**config.mk**
```make
export PLATFORM = sky130hd
export DESIGN_NAME = cinema_time_gen
export DESIGN_NICKNAME = d
export VERILOG_FILES = /design/src/rtl/cinema_pkg.sv /design/src/rtl/tick_prescaler.sv /design/src/rtl/cinema_time_gen.sv
export SDC_FILE = /design/constraint.sdc
export NUM_CORES = 1
export LEC_CHECK = 0
export CORE_MARGIN = 4
export CORE_UTILIZATION = 28
export CTS_CLUSTER_SIZE = 24
export DETAILED_ROUTE_END_ITERATION = 7
export SLEW_MARGIN = 20
export SYNTH_ARGS = -nofsm -noshare
export SYNTH_HDL_FRONTEND = slang
export SYNTH_HIERARCHICAL = 1
export SYNTH_SLANG_ARGS = --single-unit
```
**constraint.sdc**
```tcl
create_clock -name clk -period 6.2 [get_ports clk]
set_clock_uncertainty 0.1 [all_clocks]
set_input_delay 0.93 -clock clk [delete_from_list [all_inputs] [get_ports clk]]
set_output_delay 0.93 -clock clk [all_outputs]
set_load 0.02 [all_outputs]
```
**src/rtl/cinema_pkg.sv**
```systemverilog
// Shared encodings and default calendar geometry for the cinema time generator.
package cinema_pkg;

    // Run-mode encoding presented on mode_i.
    typedef enum logic [1:0] {
        MODE_NORMAL = 2'b00,
        MODE_FAST   = 2'b01,
        MODE_PAUSE  = 2'b10,
        MODE_STEP   = 2'b11
    } mode_e;

    localparam int unsigned DAYS_DEF   = 7;
    localparam int unsigned SLOTS_DEF  = 10;
    localparam int unsigned DAY_W_DEF  = 5;
    localparam int unsigned SLOT_W_DEF = 5;

endpackage

```
**src/rtl/tick_prescaler.sv**
```systemverilog
// Free-running prescaler with a runtime terminal count; emits a one-cycle adv
// on the cycle the count reaches tc, then restarts from zero.
module tick_prescaler #(
    parameter int unsigned MAX_TICKS = 2,
    localparam int unsigned CNT_W = (MAX_TICKS > 1) ? $clog2(MAX_TICKS) : 1
) (
    input  logic             clk,
    input  logic             rst,
    input  logic [CNT_W-1:0] tc,
    input  logic             run,
    input  logic             clr,
    output logic             adv
);

    logic [CNT_W-1:0] r_cnt;
    logic             w_at_tc;

    // >= guards against a count left above a freshly lowered tc.
    assign w_at_tc = (r_cnt >= tc);
    assign adv     = run & ~clr & w_at_tc;

    // Count while running; any clear, idle or terminal cycle returns to zero.
    always_ff @(posedge clk) begin
        if (rst) begin
            r_cnt <= '0;
        end else if (clr || !run || w_at_tc) begin
            r_cnt <= '0;
        end else begin
            r_cnt <= r_cnt + 1'b1;
        end
    end

endmodule

```
**src/rtl/cinema_time_gen.sv**
```systemverilog
// Simulated (day, slot) calendar with run modes, time load and event pulses.
// Constraints: 1 <= FAST_TICKS <= NORMAL_TICKS, 2**DAY_W > DAYS, 2**SLOT_W >= SLOTS.
module cinema_time_gen
    import cinema_pkg::*;
#(
    parameter int unsigned NORMAL_TICKS = 1_000_000_000,
    parameter int unsigned FAST_TICKS   = 50_000_000,
    parameter int unsigned DAYS         = DAYS_DEF,
    parameter int unsigned SLOTS        = SLOTS_DEF,
    parameter int unsigned DAY_W        = DAY_W_DEF,
    parameter int unsigned SLOT_W       = SLOT_W_DEF
) (
    input  logic                    clk,
    input  logic                    rst,
    input  logic [1:0]              mode_i,
    input  logic                    step_i,
    input  logic                    load_i,
    input  logic [DAY_W-1:0]        load_day_i,
    input  logic [SLOT_W-1:0]       load_slot_i,
    output logic [DAY_W-1:0]        day_o,
    output logic [SLOT_W-1:0]       slot_o,
    output logic [DAY_W+SLOT_W-1:0] r_time_o,
    output logic                    slot_tick_o,
    output logic                    day_tick_o,
    output logic                    week_wrap_o,
    output logic                    load_err_o
);

    localparam int unsigned CNT_W = (NORMAL_TICKS > 1) ? $clog2(NORMAL_TICKS) : 1;

    localparam logic [CNT_W-1:0]  TC_NORMAL = CNT_W'(NORMAL_TICKS - 1);
    localparam logic [CNT_W-1:0]  TC_FAST   = CNT_W'(FAST_TICKS - 1);
    localparam logic [DAY_W-1:0]  DAY_MAX   = DAY_W'(DAYS);
    localparam logic [DAY_W-1:0]  DAY_FIRST = DAY_W'(1);
    localparam logic [SLOT_W-1:0] SLOT_MAX  = SLOT_W'(SLOTS - 1);

    mode_e               r_mode;
    logic [DAY_W-1:0]    r_day;
    logic [SLOT_W-1:0]   r_slot;
    logic                r_slot_tick;
    logic                r_day_tick;
    logic                r_week_wrap;
    logic                r_load_err;

    mode_e               w_mode;
    logic                w_mode_chg;
    logic                w_run;
    logic                w_load_ok;
    logic                w_clr;
    logic [CNT_W-1:0]    w_tc;
    logic                w_pre_adv;
    logic                w_step_adv;
    logic                w_adv;
    logic [DAY_W-1:0]    w_day_nxt;
    logic [SLOT_W-1:0]   w_slot_nxt;
    logic                w_slot_tick_nxt;
    logic                w_day_tick_nxt;
    logic                w_week_wrap_nxt;
    logic                w_load_err_nxt;

    assign w_mode     = mode_e'(mode_i);
    assign w_mode_chg = (w_mode != r_mode);
    assign w_run      = !w_mode_chg && ((w_mode == MODE_NORMAL) || (w_mode == MODE_FAST));
    assign w_tc       = (w_mode == MODE_FAST) ? TC_FAST : TC_NORMAL;
    assign w_load_ok  = (load_day_i != '0) && (load_day_i <= DAY_MAX) && (load_slot_i <= SLOT_MAX);
    // Only an accepted load restarts the slot period.
    assign w_clr      = w_mode_chg || (load_i && w_load_ok);
    // A step pulse on the cycle the mode changes is not honoured.
    assign w_step_adv = !w_mode_chg && (w_mode == MODE_STEP) && step_i;
    assign w_adv      = w_pre_adv || w_step_adv;

    tick_prescaler #(
        .MAX_TICKS (NORMAL_TICKS)
    ) u_prescaler (
        .clk (clk),
        .rst (rst),
        .tc  (w_tc),
        .run (w_run),
        .clr (w_clr),
        .adv (w_pre_adv)
    );

    // Track the previous mode so a change can be seen; captured during reset too.
    always_ff @(posedge clk) begin
        r_mode <= w_mode;
    end

    // Next calendar value and pulses: load beats advance, rejected load only flags.
    always_comb begin
        w_day_nxt       = r_day;
        w_slot_nxt      = r_slot;
        w_slot_tick_nxt = 1'b0;
        w_day_tick_nxt  = 1'b0;
        w_week_wrap_nxt = 1'b0;
        w_load_err_nxt  = 1'b0;
        if (load_i) begin
            if (w_load_ok) begin
                w_day_nxt  = load_day_i;
                w_slot_nxt = load_slot_i;
            end else begin
                w_load_err_nxt = 1'b1;
            end
        end else if (w_adv) begin
            w_slot_tick_nxt = 1'b1;
            if (r_slot < SLOT_MAX) begin
                w_slot_nxt = r_slot + 1'b1;
            end else begin
                w_slot_nxt     = '0;
                w_day_tick_nxt = 1'b1;
                if (r_day < DAY_MAX) begin
                    w_day_nxt = r_day + 1'b1;
                end else begin
                    w_day_nxt       = DAY_FIRST;
                    w_week_wrap_nxt = 1'b1;
                end
            end
        end
    end

    // Calendar and pulse registers; pulses line up with the value they announce.
    always_ff @(posedge clk) begin
        if (rst) begin
            r_day       <= DAY_FIRST;
            r_slot      <= '0;
            r_slot_tick <= 1'b0;
            r_day_tick  <= 1'b0;
            r_week_wrap <= 1'b0;
            r_load_err  <= 1'b0;
        end else begin
            r_day       <= w_day_nxt;
            r_slot      <= w_slot_nxt;
            r_slot_tick <= w_slot_tick_nxt;
            r_day_tick  <= w_day_tick_nxt;
            r_week_wrap <= w_week_wrap_nxt;
            r_load_err  <= w_load_err_nxt;
        end
    end

    assign day_o       = r_day;
    assign slot_o      = r_slot;
    assign r_time_o    = {r_day, r_slot};
    assign slot_tick_o = r_slot_tick;
    assign day_tick_o  = r_day_tick;
    assign week_wrap_o = r_week_wrap;
    assign load_err_o  = r_load_err;

endmodule

```
Word level (Yosys, flattened, before mapping)
Index checks and enable logic that the tools add are counted.
- flip-flop bits (word level): 46
- output and inout bits: 24
- word-level logic and storage cells: 63
- $add $sub $neg: 3
- $lt $le $gt $ge: 5
- eq/ne operators: 5
- mux-type cells: 14
- bitwise operators: 5
- reduce and logical (&&, ||, !) cells: 23
- operator list (cell ; number):
    $mux W5 ; 9
    $add A30 B1 Y30 const B ; 1
    $ge A30 B30 Y1 ; 1
    $mux W30 ; 1
    $add A5 B1 Y5 const B ; 2
    $logic_and A1 B1 Y1 ; 6
    $reduce_or A2 Y1 ; 3
    $le A5 B3 Y1 const B ; 1
    $le A5 B4 Y1 const B ; 1
    $logic_or A1 B1 Y1 ; 5
    $lt A5 B3 Y1 const B ; 1
    $lt A5 B4 Y1 const B ; 1
    $reduce_bool A5 Y1 ; 1
    $mux W1 ; 4
    $reduce_or A4 Y1 ; 1
    $not A1 Y1 ; 3
    $reduce_and A3 Y1 ; 1
    $reduce_or A3 Y1 ; 1
    $and A1 B1 Y1 ; 2
    $eq A2 B1 Y1 const B ; 1
    $eq A2 B2 Y1 const B ; 1
    $logic_not A1 Y1 ; 2
    $logic_not A2 Y1 ; 1
    $ne A2 B1 Y1 const B ; 1
    other kinds (4) ; 4

Logic depth before layout (Yosys ltp)
Gate-level depths: netlist of the first run.
- depth after elaboration: 11
- mapped depth: 15
- gate-level depth less buffers: 15

Modules after synthesis
The synthesis of the first run kept the hierarchy.
- by module, submodules not included (module ; times used ; cells each ; area each (um^2) ; seq. area each (um^2)):
    tick_prescaler ; 1 ; 256 ; 2079.5 ; 600.6
    cinema_time_gen ; 1 ; 102 ; 904.6 ; 320.3

Least setup slack after synthesis of the first run
No wires, ideal clock.
- path type: in2reg
- from: input mode_i[1]
- to: register r_day[1] (netlist: day_o[1])
- library setup time: 0.088 ns
- data arrival time: 3.191 ns
- data required time: 6.012 ns
- path slack: 2.821 ns
- stages on the path: 15
- path buffers: 0
- cells stage by stage: nand2b_1 > inv_1 > inv_1 > ha_1 > nand4_1 > nor4_1 > a211oi_1 > nand3_1 > a21oi_1 > nor2_1 > inv_1 > o32ai_4 > a21oi_2 > o21ba_1 > a311oi_2
- RTL lines (item ; RTL line ; RTL):
    start: declaration ; cinema_time_gen.sv:15 ; input logic [1:0] mode_i,
    $eq A2 B1 Y1 ; cinema_time_gen.sv:64 ; assign w_tc = (w_mode == MODE_FAST) ? TC_FAST : TC_NORMAL;
    $mux W30 ; cinema_time_gen.sv:64 ;
    named net w_tc[12] ; cinema_time_gen.sv:50 ; logic [CNT_W-1:0] w_tc;
    $ge A30 B30 Y1 ; tick_prescaler.sv:19 ; assign w_at_tc = (r_cnt >= tc);
    $and A1 B1 Y1 ; tick_prescaler.sv:20 ; assign adv = run & ~clr & w_at_tc;
    named net w_pre_adv ; cinema_time_gen.sv:51 ; logic w_pre_adv;
    $logic_or A1 B1 Y1 ; cinema_time_gen.sv:70 ; assign w_adv = w_pre_adv || w_step_adv;
    $reduce_bool A2 Y1 (no line) ; -- ;
    $reduce_and A3 Y1 (no line) ; -- ;
    end signal: assignment ; cinema_time_gen.sv:130 ; r_day <= w_day_nxt;
    end: declaration ; cinema_time_gen.sv:38 ; logic [DAY_W-1:0] r_day;
The timed path passes the listed nets, and every way through them passes these cells.
A chain may end at the register's enable or synchronous reset.

Final worst setup path of the first run
- from: input mode_i[1]
- to: register r_day[0] (netlist: day_o[0])
Same word-level chain as after synthesis.

==> results, run 1 <==
- In this design, the critical path's most frequently occurring cell is inv_1.
- The xor and xnor fraction of the mapped netlist area is 9.099%.
- The worst register-to-register path begins at u_prescaler/r_cnt[26].
- The synthesized design contains 46 register bits.
- The initial antenna violation count came to 0.
- The largest single stage delay on the critical path is 0.55 ns.
- The full die area is 0.01237 sq mm.
- The clock tree from TritonCTS is built.
- The post-synthesis instance total is 358.
- The maximum level of the CTS H-tree is 2.
- The library cell occupying the most area in the post-synthesis netlist is dfxtp_1.
- The final critical path takes up 64.75% of the cycle.
- Counting flops with a built-in enable in the synthesized netlist gives 0.
- The total count of hold-check failures in the final report is 0.
- The number of global-route vias before repair is 2,443.
- The maximum number of pins on one net before global-route repair is 31.
- No sink is reached through more buffers than the 2 on the longest clock path.
- The worst path needs 4.015 ns of the cycle, external delays included.
- The critical path class is input port to flop.
- Clock tree synthesis found a total of 46 sinks.
- The internal portion of the total power is 0.4967 mW.
- In this run the tightest slew margin relative to its limit is 34.72%.
- The largest family of logic cells by synthesized area is simple AND/OR/NAND/NOR gates.
- In the synthesized netlist, the cells that appear most often are nor2_1 (50), dfxtp_1 (46), inv_1 (36).
- The post-detailed-route wirelength per cell is 11.71 um.
- The run finished with clean final reports.
- Setup repair after global routing left no endpoint under its margin.
- After synthesis, flip-flops and latches occupy 30.86% of the total area.
- For this block, the routed nets add up to 6302 um of wire.
- The clock-pin slew of the registers on the worst-case setup and hold paths is 0.09 ns.
- Dividing the detail-routed via count by the number of cells gives 4.584.
- The share of power burned in the clock network is 43.6%.
- The number of clock buffers added by TritonCTS is 5.
- Across all layers, the routed design uses 2,466 vias.
- After clock tree synthesis, the repair step resized 0 gates.
- The count of endpoints failing setup in the final report is 0.
- The synthesized netlist devotes 11.28% of its cell area to compound gates.
- The setup check on the worst reg-to-reg path leaves a slack of 3.41 ns.
- The synthesized design devotes to its leading area cell type 30.86% of total area.
- Counting cells, the worst reg-to-reg path comes to 12.
- The clock latency of the later-clocked register in the worst-skew pair is 0.30 ns.
- The count of buffers from port buffering is 39.
- Of the post-synthesis cell area, the part taken by muxes is 0.3354%.
- The mean instance size in the synthesized netlist is 8.336 sq um.
- The share of power burned in registers is 47.2%.
- The pre-antenna-repair detailed-routing pass consisted of 4 iterations.
- The proportion of layout cells with a drive suffix above 1 is 5.473%.
- The total of fill cells in the finished design is 1,096.
- The count of unique library cells instantiated by Yosys is 50.
- For the worst setup path, the data required time is 6.33 ns.
- For this run, the number of Yosys warnings is 6.
- The initial core utilization is 28.78%.
- In this run the number of cells on the critical path is 15.
- The number of antenna-violating nets in the routed design is 0.
- The global route total overflow is 0.
- The final weighted congestion of routability-driven global placement is 0.7994.
- The measured slew at the worst slew-check pin is 0.9793 ns.
- Together, buffers and inverters on the worst path number 3.
- The area of combinational cells with multiple inputs is 0.001851 sq mm.
- The number of antenna repair diodes is 0.
- The launching element type of the critical path is an input port.
- The total negative slack is 0 ns.
- The combinational share of power is 9.2%.
- The leakage power is 1.522 nW.
- Net switching is 21.89% of the power.
- The min-delay analysis places its worst path in the category flop to flop.
- The total I/O pin count is 40.
- The die is 111.2 um tall.
- The tree is rooted in a clkbuf_8.
- STA classifies the critical path endpoint as a flop.
- Dividing total power by cell area gives a power density of 176.2 mW/mm^2.
- The floorplan has 37 rows.
- The most used flip-flop cell after synthesis is dfxtp_1.
- Across all hold checks on the routed design, the worst slack comes to 0.3973 ns.
- The global-route usage over all layers is 10.54%.
- The cell with the most instances after synthesis is nor2_1.
- The adder and majority gate portion of the synthesized area is 13.84%.
- The final layout contains 450 nets.
- The number of remaining DRC errors is 0.
- The biggest fanout along the worst timing path is 8.
- The final count of pins violating max slew was 0.
- The relative area change from synthesis to final layout is 20.96%.
- The core region is 0.01037 sq mm.
- The area of all placed cells without fillers is 0.003610 sq mm.
- The tool flagged a number of max-cap violations equal to 0.
- IR analysis of the VDD net gives a maximum drop of 93.48 uV.
- After synthesis, the share of flip-flops with an asynchronous set or reset is 0%.
- After legalization and detailed placement, the total HPWL measured 4859 um.
- The family of cells with the greatest summed delay on the critical path is simple AND/OR/NAND/NOR gates.
- After the first detailed-routing iteration, the DRC count stood at 78.
- In this run the worst setup path begins at mode_i[1].
- The highest achievable clock rate is 249.1 MHz.
- The final core utilization is 34.81%.
- The mapped cell area is 0.002984 sq mm.
- At the worst endpoint, the arrival time is 4.15 ns.
- The area of all sequential standard cells is 920.9 sq um.
- In this run the post-CTS setup repair buffer count came out at 0.
- In this run the worst setup path terminates at day_o[0].
- The synthesized-area fraction occupied by and/or/nand/nor cells is 25.07%.
- By area the synthesized netlist is led by dfxtp_1 (31%), ha_1 (14%), nor2_1 (6.3%).
- The endpoint identified for the worst register-to-register timing path is day_o[0].
- The number of hold buffers added after cts is 0.
- Traced cell by cell, the critical path runs through clkdlybuf4s50_1 -> nand2b_1 -> inv_1 -> ha_1 -> nand4_1 -> nor4_1 -> a211oi_1 -> nand3_1 -> a21oi_1 -> nor2_1 -> inv_1 -> o32ai_4 -> a21oi_2 -> nor2_2 -> mux2i_1.
- The wire length of the first global-routing pass is 11,040 um.
- The switching power of the nets is 0.1392 mW.
- In this run the horizontal extent of the chip is 111.2 um.
- The cell type of the slowest stage on the worst timing path is clkdlybuf4s50_1.
- Once placement finished, the instance area stood at 0.003467 sq mm.
sequential cells by signal, indices dropped and copies added (netlist names):
register           count
u_prescaler/r_cnt     30
day_o                  5
slot_o                 5
r_mode                 2
day_tick_o             1
load_err_o             1
slot_tick_o            1
week_wrap_o            1
kinds of logic (layout without fill, tap and decap cells):
family	Yosys count	after routing
compound gates	46	46
xor+xnor	31	31
fa+ha+maj	33	33
buf+inv	56	83
flops	46	46
mux	1	1
other cells	2	19
simple gates	143	143
power groups by stage:
| stage | Sequential (mW) | Combinational (mW) | Clock [mW] |
|---|---|---|---|
| after floorplan | 0.309 | 0.0357 | 0 |
| after global placement | 0.307 | 0.0570 | 0 |
| after detailed placement | 0.307 | 0.0584 | 0 |
| after CTS | 0.300 | 0.0586 | 0.285 |
| after global routing | 0.301 | 0.0661 | 0.297 |
| final | 0.300 | 0.0584 | 0.277 |
layout by cell type, fill, tap and decap left out, types with 12 or more instances in the layout:
master | Yosys | layout
nor2_1 | 50 | 50
dfxtp_1 | 46 | 46
clkdlybuf4s50_1 | 0 | 39
inv_1 | 36 | 36
ha_1 | 33 | 33
nand2_1 | 23 | 23
xor2_1 | 19 | 19
conb_1 | 2 | 19
a21oi_1 | 17 | 17
nand3_1 | 14 | 14
nor3_1 | 13 | 13
xnor2_1 | 12 | 12
through the flow:
stage	total power, mW	cells	setup slack [ns]
after floorplan	0.3442	375	2.821
after global placement	0.3642	530	2.009
after detailed placement	0.3656	530	1.863
after CTS	0.6445	538	2.191
after global routing	0.6642	538	1.793
final	0.6359	538	2.186
final cells by class:
cell class / count / share of cell area, %
Tap cell: 136 / 4.714
Clock inverter: 2 / 1.664
Timing Repair Buffer: 39 / 10.81
Multi-Input combinational cell: 273 / 51.27
Sequential cell: 46 / 25.51
Inverter: 36 / 3.744
Clock buffer: 6 / 2.288
routing by layer:
layer,GRT usage (%),vias up,part of all wire (%)
li1,-,1281,-
met1,12.72,1123,46
met2,17.85,54,46
met3,3.384,8,6.1
met4,3.163,0,1.7
met5,0,-,0
worst min path at each step:
stage / from / to / cells after the start
2_1_floorplan: u_prescaler/r_cnt[0] / u_prescaler/r_cnt[0] / 1
3_3_place_gp: u_prescaler/r_cnt[0] / u_prescaler/r_cnt[0] / 1
3_5_place_dp: u_prescaler/r_cnt[0] / u_prescaler/r_cnt[0] / 1
4_1_cts: u_prescaler/r_cnt[0] / u_prescaler/r_cnt[0] / 1
5_1_grt: u_prescaler/r_cnt[0] / u_prescaler/r_cnt[0] / 1
6_report: u_prescaler/r_cnt[0] / u_prescaler/r_cnt[0] / 1
Note: power is estimated with default switching activity, not from simulation.
==> run 2: changes to the inputs <==
- clock period: 6.2 -> 3.9 ns (I/O delays scaled with it)
==> run 2 against run 1 <==
- die area unchanged
- first-iteration DRC count shrank 50%
- setup slack got worse by 1.7 ns
- clock power increased by 31%
- critical path type unchanged
- routed wire length is 0.68% lower
- non-clock buffer count is 5 higher
- utilization increased by 0.21 points
- via count increased by 1.1%
- register-to-register slack got worse by 2.1 ns
==> results, run 2 (same netlist as run 1, synthesis figures left out) <==
- The run finished with clean final reports.
- The most numerous cell type found on the critical path is inv_1.
- The pre-antenna-repair detailed-routing pass consisted of 4 iterations.
- The path class of the lowest-slack min-delay path is flop to flop.
- In the final timing run, aggregate negative setup slack is 0 ns.
- The final count of pins violating max slew is 0.
- The count of cells resized by post-cts repair is 0.
- Global routing used 10.65% of the available tracks across all layers.
- At the worst endpoint, the arrival time is 3.52 ns.
- Clock tree synthesis found a total of 46 sinks.
- The post-route worst setup slack is 0.4975 ns.
- The wire-length estimate of the detail-placed layout is 4866 um.
- The leakage power is 1.531 nW.
- The cell area power density is 257.8 mW/mm^2.
- Setup repair after global routing left no endpoint under its margin.
- Buffers inserted during clock tree synthesis total 5.
- The maximum number of buffers from clock root to sink is 2.
- The total overflow left after global routing is 0.
- The start point of the critical path is mode_i[1].
- The register with the most flip-flops in the layout has 30 of them.
- In the layout the commonest cells are nor2_1 (50), dfxtp_1 (46), clkdlybuf4s50_1 (39).
- The total I/O pin count is 40.
- Port buffering added 39 buffers.
- The area of the core region is 0.01037 sq mm.
- The number of setup buffers added after CTS is 0.
- The floorplan step defined a die boundary enclosing 0.01237 sq mm.
- The start point of the worst min-delay path is u_prescaler/r_cnt[0].
- The H-tree generated during clock tree synthesis spans 2 levels.
- The worst slack at placement is 0.1619 ns.
- The initial antenna violation count is 0.
- On the worst path, the slowest cell contributes a delay of 0.47 ns.
- Dividing the final minimum period by the clock period gives 87.24%.
- The final weighted congestion of routability-driven global placement is 0.8080.
- The initialized floorplan defines 37 standard-cell rows.
- The highest achievable clock rate is 293.9 MHz.
- The number of global-route vias before repair is 2,533.
- The most frequent standard cell in the layout excluding fill and tap cells is nor2_1.
- The non-filler instance count after layout is 543.
- The overall via count from detail_route is 2,492.
- The number of hold buffers added after cts is 0.
- The endpoint class of the critical path is a flop.
- From left edge to right edge, the die measures 111.2 um.
- The first routing iteration left 39 violations.
- The number of remaining DRC errors is 0.
- The relative area change from synthesis to final layout is 21.68%.
- The clock tree from TritonCTS is built.
- The worst pin sits at a relative slew slack of 58.88%.
- Max-cap violations in this run came to 0.
- The reg-to-reg startpoint is u_prescaler/r_cnt[27].
- Clock-pin slew was measured on the worst setup and hold paths at 0.09 ns.
- The measured slew at the worst slew-check pin is 0.6148 ns.
- The number of antenna diodes in the final layout is 0.
- The worst setup path is launched from an input port.
- The final wirelength is 6259 um.
- The post-detailed-route wirelength per cell is 11.53 um.
- The smallest clock period supported by the final layout is computed as 3.403 ns.
- Of all nets on the critical path, the largest fanout is 8.
- For this design, the slowest cell found on the critical path is clkdlybuf4s50_1.
- The register name with the most flops is u_prescaler/r_cnt.
- The total count of hold-check failures in the final report came to 0.
- Data on the critical path is required at its endpoint by 4.01 ns.
- The first global-routing pass estimated 11,330 um of wire.
- Fill cells in the final layout number 1,086.
- The ratio of routed vias to standard cells is 4.589.
- The buffer type at the clock tree root is clkbuf_8.
- The maximum number of pins on one net before global-route repair is 23.
- The critical path class is input port to flop.
- The worst vdd rail ir drop is 144.6 uV.
- The number of antenna-violating nets in the routed design is 0.
- The initial core utilization is 28.78%.
- The die boundary height is 111.2 um.
- The proportion of layout cells with a drive suffix above 1 is 6.634%.
- Walking the worst path, the cells encountered are clkdlybuf4s50_1 -> nand2b_1 -> inv_1 -> ha_1 -> nand4_1 -> nor4_1 -> a211oi_1 -> nand3_1 -> a21oi_1 -> nor2_1 -> inv_1 -> o32ai_4 -> a21oi_2 -> o21ba_1 -> a311oi_2.
- The later pin in the worst-skew pair is clocked with a latency of 0.30 ns.
- The count of endpoints failing setup in the final report is 0.
- The placed cell count is 535.
- The number of nets in the finished design is 455.
run 2: cell types whose count changed in the layout (fill, tap and decap cells not counted), sizes merged:
| cell | before | now |
|---|---|---|
| buf | 0 | 5 |
| bufinv | 2 | 1 |
| clkbuf | 6 | 5 |
| clkinvlp | 0 | 2 |
run 2: area by class of cell:
class	count	area, sq um	share of cell area [%]
Timing Repair Buffer	44	440.4	12.13
Tap cell	136	170.2	4.686
Clock buffer	5	68.82	1.895
Clock inverter	3	45.04	1.241
Sequential cell	46	920.9	25.36
Multi-Input combinational cell	273	1851	50.96
Inverter	36	135.1	3.722
run 2: path summary, 6_finish.rpt:
path / to / slack (ns) / cells past startpoint
setup / recovery: day_o[1] / 0.50 / 15
hold / removal: u_prescaler/r_cnt[0] / 0.40 / 1
setup reg to reg: day_o[1] / 1.27 / 12
hold reg to reg: u_prescaler/r_cnt[0] / 0.40 / 1
run 2: metal layers:
| layer | track usage [%] | wire, um | share of wire (%) |
|---|---|---|---|
| met5 | 0 | 0 | 0 |
| met2 | 18.01 | 2875 | 46 |
| met3 | 3.275 | 352 | 5.6 |
| met1 | 13.35 | 2972 | 47 |
| met4 | 2.190 | 59 | 0.94 |
run 2: critical path, delay by kind of cell:
kind	cells	cell delay, ns
simple gates	5	1.10
compound gates	6	0.88
buf+inv	3	0.63
fa+ha+maj	1	0.31
run 2: power by group:
group	switching, mW	internal [mW]	leakage, nW
Combinational	0.0502	0.0456	1.11
Clock	0.172	0.191	0.0504
Sequential	0.00453	0.473	0.372
Total	0.226	0.709	1.53
run 2: metrics by stage:
stage	area (sq um)	hold slack (ns)	utilization, %	total power [mW]
final	3631	0.4002	35.01	0.9359
after global routing	3631	0.4435	35.01	0.9831
after CTS	3631	0.4100	35.01	0.9555
after detailed placement	3517	0.3878	33.92	0.5839
after global placement	3517	0.3751	33.92	0.5818
after floorplan	3048	0.3485	-	0.5472
